[src/rtl/fetch_unit.sv]
// fetch_unit: instruction-fetch front end.
// Owns the fetch PC, issues one instruction-memory request at a time over
// req/ack, and buffers returned words in a small FIFO that feeds decode over
// valid/ready. Jump/branch redirects flush the FIFO and retarget fetch. A
// request already in flight is allowed to finish, and its word is dropped.
module fetch_unit #(
    parameter int          DEPTH    = 2,
    parameter logic [31:0] RESET_PC = 32'h00000000
) (
    input  logic        clk,
    input  logic        reset,
    output logic        imem_req,
    output logic [31:0] imem_addr,
    input  logic        imem_ack,
    input  logic [31:0] imem_rdata,
    output logic        instr_valid,
    input  logic        instr_ready,
    output logic [31:0] instr,
    output logic [31:0] instr_pc,
    output logic [31:0] pcplus4,
    input  logic        pcsrc,
    input  logic        jump,
    input  logic [31:0] pcbranch,
    input  logic [31:0] pcjump
);

    localparam int AW = (DEPTH > 1) ? $clog2(DEPTH) : 1;
    localparam int CW = $clog2(DEPTH + 1);

    typedef enum logic [1:0] {IDLE, REQ, DRAIN} state_t;

    state_t         state;
    logic [31:0]    fetch_pc;
    logic [31:0]    req_addr;
    logic [31:0]    instr_mem [DEPTH];
    logic [31:0]    pc_mem    [DEPTH];
    logic [AW-1:0]  wr_ptr;
    logic [AW-1:0]  rd_ptr;
    logic [CW-1:0]  count;

    logic           redirect;
    logic [31:0]    target;
    logic           pop;
    logic           push;
    logic [CW-1:0]  count_after_pop;

    assign redirect        = jump | pcsrc;
    assign target          = jump ? pcjump : pcbranch;
    assign pop             = instr_valid & instr_ready;
    assign push            = imem_req & imem_ack & (state == REQ) & ~redirect;
    assign count_after_pop = count - CW'(pop);

    assign imem_addr   = req_addr;
    assign instr_valid = (count != '0);
    assign instr       = instr_mem[rd_ptr];
    assign instr_pc    = pc_mem[rd_ptr];
    assign pcplus4     = instr_pc + 32'd4;

    // Request FSM: issue a fetch when there is room, and wait for ack, including on squashed requests.
    always_ff @(posedge clk) begin
        if (reset) begin
            state    <= IDLE;
            imem_req <= 1'b0;
            req_addr <= RESET_PC;
        end else begin
            case (state)
                IDLE: begin
                    if (!redirect && (count_after_pop < CW'(DEPTH))) begin
                        state    <= REQ;
                        imem_req <= 1'b1;
                        req_addr <= fetch_pc;
                    end
                end
                REQ: begin
                    if (imem_ack) begin
                        state    <= IDLE;
                        imem_req <= 1'b0;
                    end else if (redirect) begin
                        state <= DRAIN;
                    end
                end
                DRAIN: begin
                    if (imem_ack) begin
                        state    <= IDLE;
                        imem_req <= 1'b0;
                    end
                end
                default: begin
                    state    <= IDLE;
                    imem_req <= 1'b0;
                end
            endcase
        end
    end

    // Fetch PC: redirects take the word-aligned target; accepted transfers advance by one word.
    always_ff @(posedge clk) begin
        if (reset) begin
            fetch_pc <= RESET_PC;
        end else if (redirect) begin
            fetch_pc <= target & ~32'h3;
        end else if (push) begin
            fetch_pc <= fetch_pc + 32'd4;
        end
    end

    // Instruction FIFO: a redirect flushes it; otherwise push and pop are independent.
    always_ff @(posedge clk) begin
        if (reset) begin
            wr_ptr <= '0;
            rd_ptr <= '0;
            count  <= '0;
            for (int i = 0; i < DEPTH; i++) begin
                instr_mem[i] <= '0;
                pc_mem[i]    <= '0;
            end
        end else if (redirect) begin
            wr_ptr <= '0;
            rd_ptr <= '0;
            count  <= '0;
        end else begin
            if (push) begin
                instr_mem[wr_ptr] <= imem_rdata;
                pc_mem[wr_ptr]    <= req_addr;
                wr_ptr            <= wr_ptr + AW'(1);
            end
            if (pop) begin
                rd_ptr <= rd_ptr + AW'(1);
            end
            count <= count + CW'(push) - CW'(pop);
        end
    end

endmodule

[config.mk]
export PLATFORM = sky130hd
export DESIGN_NAME = fetch_unit
export DESIGN_NICKNAME = d
export VERILOG_FILES = /design/src/rtl/fetch_unit.sv
export SDC_FILE = /design/constraint.sdc
export NUM_CORES = 1
export LEC_CHECK = 0
export BUFFER_PORTS_ARGS = -buffer_cell sky130_fd_sc_hd__buf_4
export CAP_MARGIN = 10
export CORE_ASPECT_RATIO = 1.2
export CORE_MARGIN = 8
export CORE_UTILIZATION = 40
export CTS_CLUSTER_DIAMETER = 200
export DETAILED_ROUTE_END_ITERATION = 8
export GPL_TIMING_DRIVEN = 0
export PLACE_DENSITY = 0.61
export SETUP_SLACK_MARGIN = 0.1
export SYNTH_ARGS = -nofsm -noshare
export SYNTH_HDL_FRONTEND = slang
export SYNTH_SLANG_ARGS = --single-unit
export TNS_END_PERCENT = 10
[constraint.sdc]
create_clock -name clk -period 9.5 [get_ports clk]
set_input_delay 1.9 -clock clk [delete_from_list [all_inputs] [get_ports clk]]
set_output_delay 1.9 -clock clk [all_outputs]
set_load 0.02 [all_outputs]
==> flow_summary.ini <==
[worst_setup_path]
critPathCaptureType = output pin
worst_path_largest_cell_delay_ns = 0.77
start_kind = register
crit_path_top_delay_cell = a211oi_1
path_class = register to output pin
critPathArrivalTime_ns = 4.92
r2r_start = state[1]
required_ns = 7.60
crit_chain = buf_2, buf_2, buf_1, buf_2, mux2_2, ha_1, inv_1, a211oi_1, and2_0, clkbuf_1, nand2_1, xnor2_1, buf_4
crit_top_cell = buf_2
path_max_fanout = 10

[synth]
ys_ff_latch = 192
ys_seq_area_share_pct = 53.6
synth_cells = 886
syn_area_per_cell_um2 = 10.7
synth-main-ff-cell = edfxtp_1
yosysWarnings = 0
synth-edff-count = 124
synth-async-reset-ratio_pct = 0
synth_cell_types = 57
syn_area_um2 = 9490
synth_common_cells = and2_1 (128), edfxtp_1 (124), nand2_1 (106), dfxtp_1 (68), mux2_2 (53)
synth_top_cells_by_area = edfxtp_1 (39%), dfxtp_1 (14%), and2_1 (8.4%)
post-synth-top-count-cell = and2_1
synth_top_area_share_pct = 39.2
synth_top_cell_by_area = edfxtp_1

[floorplanning]
io_pins = 232
die_h_um = 185
num_rows = 61
core_um2 = 23300
die_w_um = 157
fp.dieArea_um2 = 28900
initial_utilization_pct = 40.8

[placement]
dp_worst_setup_slack_ns = 3.10
globalplace.congestion = 0.869
portBuffers = 220
place_hpwl_mm = 20.9

[detailed_routing]
post_drt_wl_per_cell_um = 18.4
drt_pre_antenna_iters = 5
initialDrtViolationCount = 474
ant_nets = 0
route.vias.total = 7254
viasPerCell = 4.96
routed_wl_mm = 26.8
drc_errors = 0

[sta]
finalSetupViolCount = 0
fin_skew_ns = 0.0135
whs_ns = 0.485
fin_crit_sh_pct = 71.8
worstMarginPinSlew_ns = 0.942
max_slew_margin_pct = 36.8
finalMaxSlewViolations = 0
timing.final.ws_setup_ns = 2.68
rsz0062_at_grt = no
finalWorstPathRequiredPeriod_ns = 6.82
hold_viol_final = 0
fmax_mhz = 147

[layout]
layout.nets = 1244
utilization_pct = 52.6
drive_gt1_share_pct = 30.3
area_delta_synth_final_pct = 29.0
n_antenna_cell = 0

[clocking]
ctsResizeCount = 0
cts_setup_buffers = 0
cts_made_buffers = 17
clkLatencyLatePin_ns = 0.43
cts_tree = done
path_clk_slew_ns = 0.07
h-tree-depth = 4
root_buffer = clkbuf_16
clock_path_buffers = 2
clock_sinks = 192
cts_hold_buffers = 0

[grt]
gr-total-overflow = 0
grt_usage_pct = 18.4
grt_first_pass_wirelength_mm = 41.0
grt_pass1_vias = 7346
grt_max_degree = 54
antenna_found_initial = 0

[flow_run]
maxCapViolCount = 0

[power]
p_per_area_nw_per_um2 = 151
ir_drop_uv = 108
p_leak_nw = 4.88

[min_path]
hp-class = register to register
worstHoldStart = imem_addr[11]

[run_status]
status = completed
metal layers:
| metal | routed length [µm] | global-route usage, % | share of wire [%] | vias up |
|---|---|---|---|---|
| li1 | - | - | - | 3621 |
| met1 | 11200 | 21.4 | 42 | 3416 |
| met2 | 14000 | 33.7 | 52 | 196 |
| met3 | 1190 | 3.33 | 4.4 | 21 |
| met4 | 425 | 5.74 | 1.6 | 0 |
| met5 | 0 | 0 | 0 | - |
final cells by class:
class / instances / area [µm²]
Fill cell: 2148 / 11000
Buffer: 59 / 268
Timing Repair Buffer: 224 / 1750
Inverter: 22 / 82.6
Clock inverter: 13 / 120
Tap cell: 315 / 394
Clock buffer: 19 / 443
Multi-Input combinational cell: 618 / 4090
Sequential cell: 192 / 5080
power breakdown:
group          switching (W)  total (W)  leakage (nW)  internal [W]
Clock               0.000333   0.000686         0.273      0.000353
Combinational       0.000119   0.000214          2.77     0.0000945
Sequential         0.0000258   0.000945          1.84      0.000920
cells in the final DEF (no fill, tap or decap), types with 10 or more instances in the layout:
cell type  synthesis  final
a211oi_1          12     12
a21oi_1           47     47
and2_1           128    128
buf_2             10     10
buf_4              7    227
clkbuf_1          39     40
clkbuf_16          0     17
dfxtp_1           68     68
edfxtp_1         124    124
inv_1             21     21
mux2_2            53     53
mux2i_1           13     13
nand2_1          106    106
nand3_1           23     23
nand4_1           17     17
nor2_1            19     19
nor3_1            16     15
o21ai_0           21     20
o22ai_1           17     17
xnor2_1           38     38
xor2_1            16     16
state kept, by name, indices dropped and copies added (netlist names), 2 cells and up, named ones only:
| name | flops |
|---|---|
| count | 2 |
| instr_mem | 64 |
| state | 2 |
| fetch_pc | 30 |
| pc_mem | 60 |
| imem_addr | 30 |
through the flow:
stage	cells	setup TNS, ns	power [W]	instance area [µm²]
after floorplan	891	0	0.00107	9510
after global placement	1426	-53.02	0.00117	11600
after detailed placement	1430	0	0.00118	11700
after CTS	1462	0	0.00186	12200
after global routing	1462	0	0.00192	12200
final	1462	0	0.00184	12200
worst paths after layout:
path                            slack, ns               end  cells past startpoint
worst min-delay path                 0.48     imem_addr[11]                      2
worst min register to register       0.48     imem_addr[11]                      2
worst max register to register       6.50  instr_mem[1][15]                      8
worst max-delay path                 2.68       pcplus4[12]                     13
cells by family after synthesis:
family / after synthesis / synth area share (%)
XOR/XNOR: 54 / 4.98
adder cells (fa/ha/maj): 8 / 1.06
other: 1 / 0.0395
buffers and inverters: 81 / 3.69
multiplexers: 66 / 7.66
AO/OA/AOI/OAI: 121 / 7.73
AND/OR/NAND/NOR: 363 / 21.2
flip-flops: 192 / 53.6
worst max-delay path: cells and delay by family, from the launching register on:
family,cells,cell delay (ns)
compound gates,1,0.77
xor+xnor,1,0.24
fa+ha+maj,1,0.20
buf+inv,7,2.21
flops,1,0.48
mux,1,0.25
simple gates,2,0.34
Power figures use the tool's default switching activity.
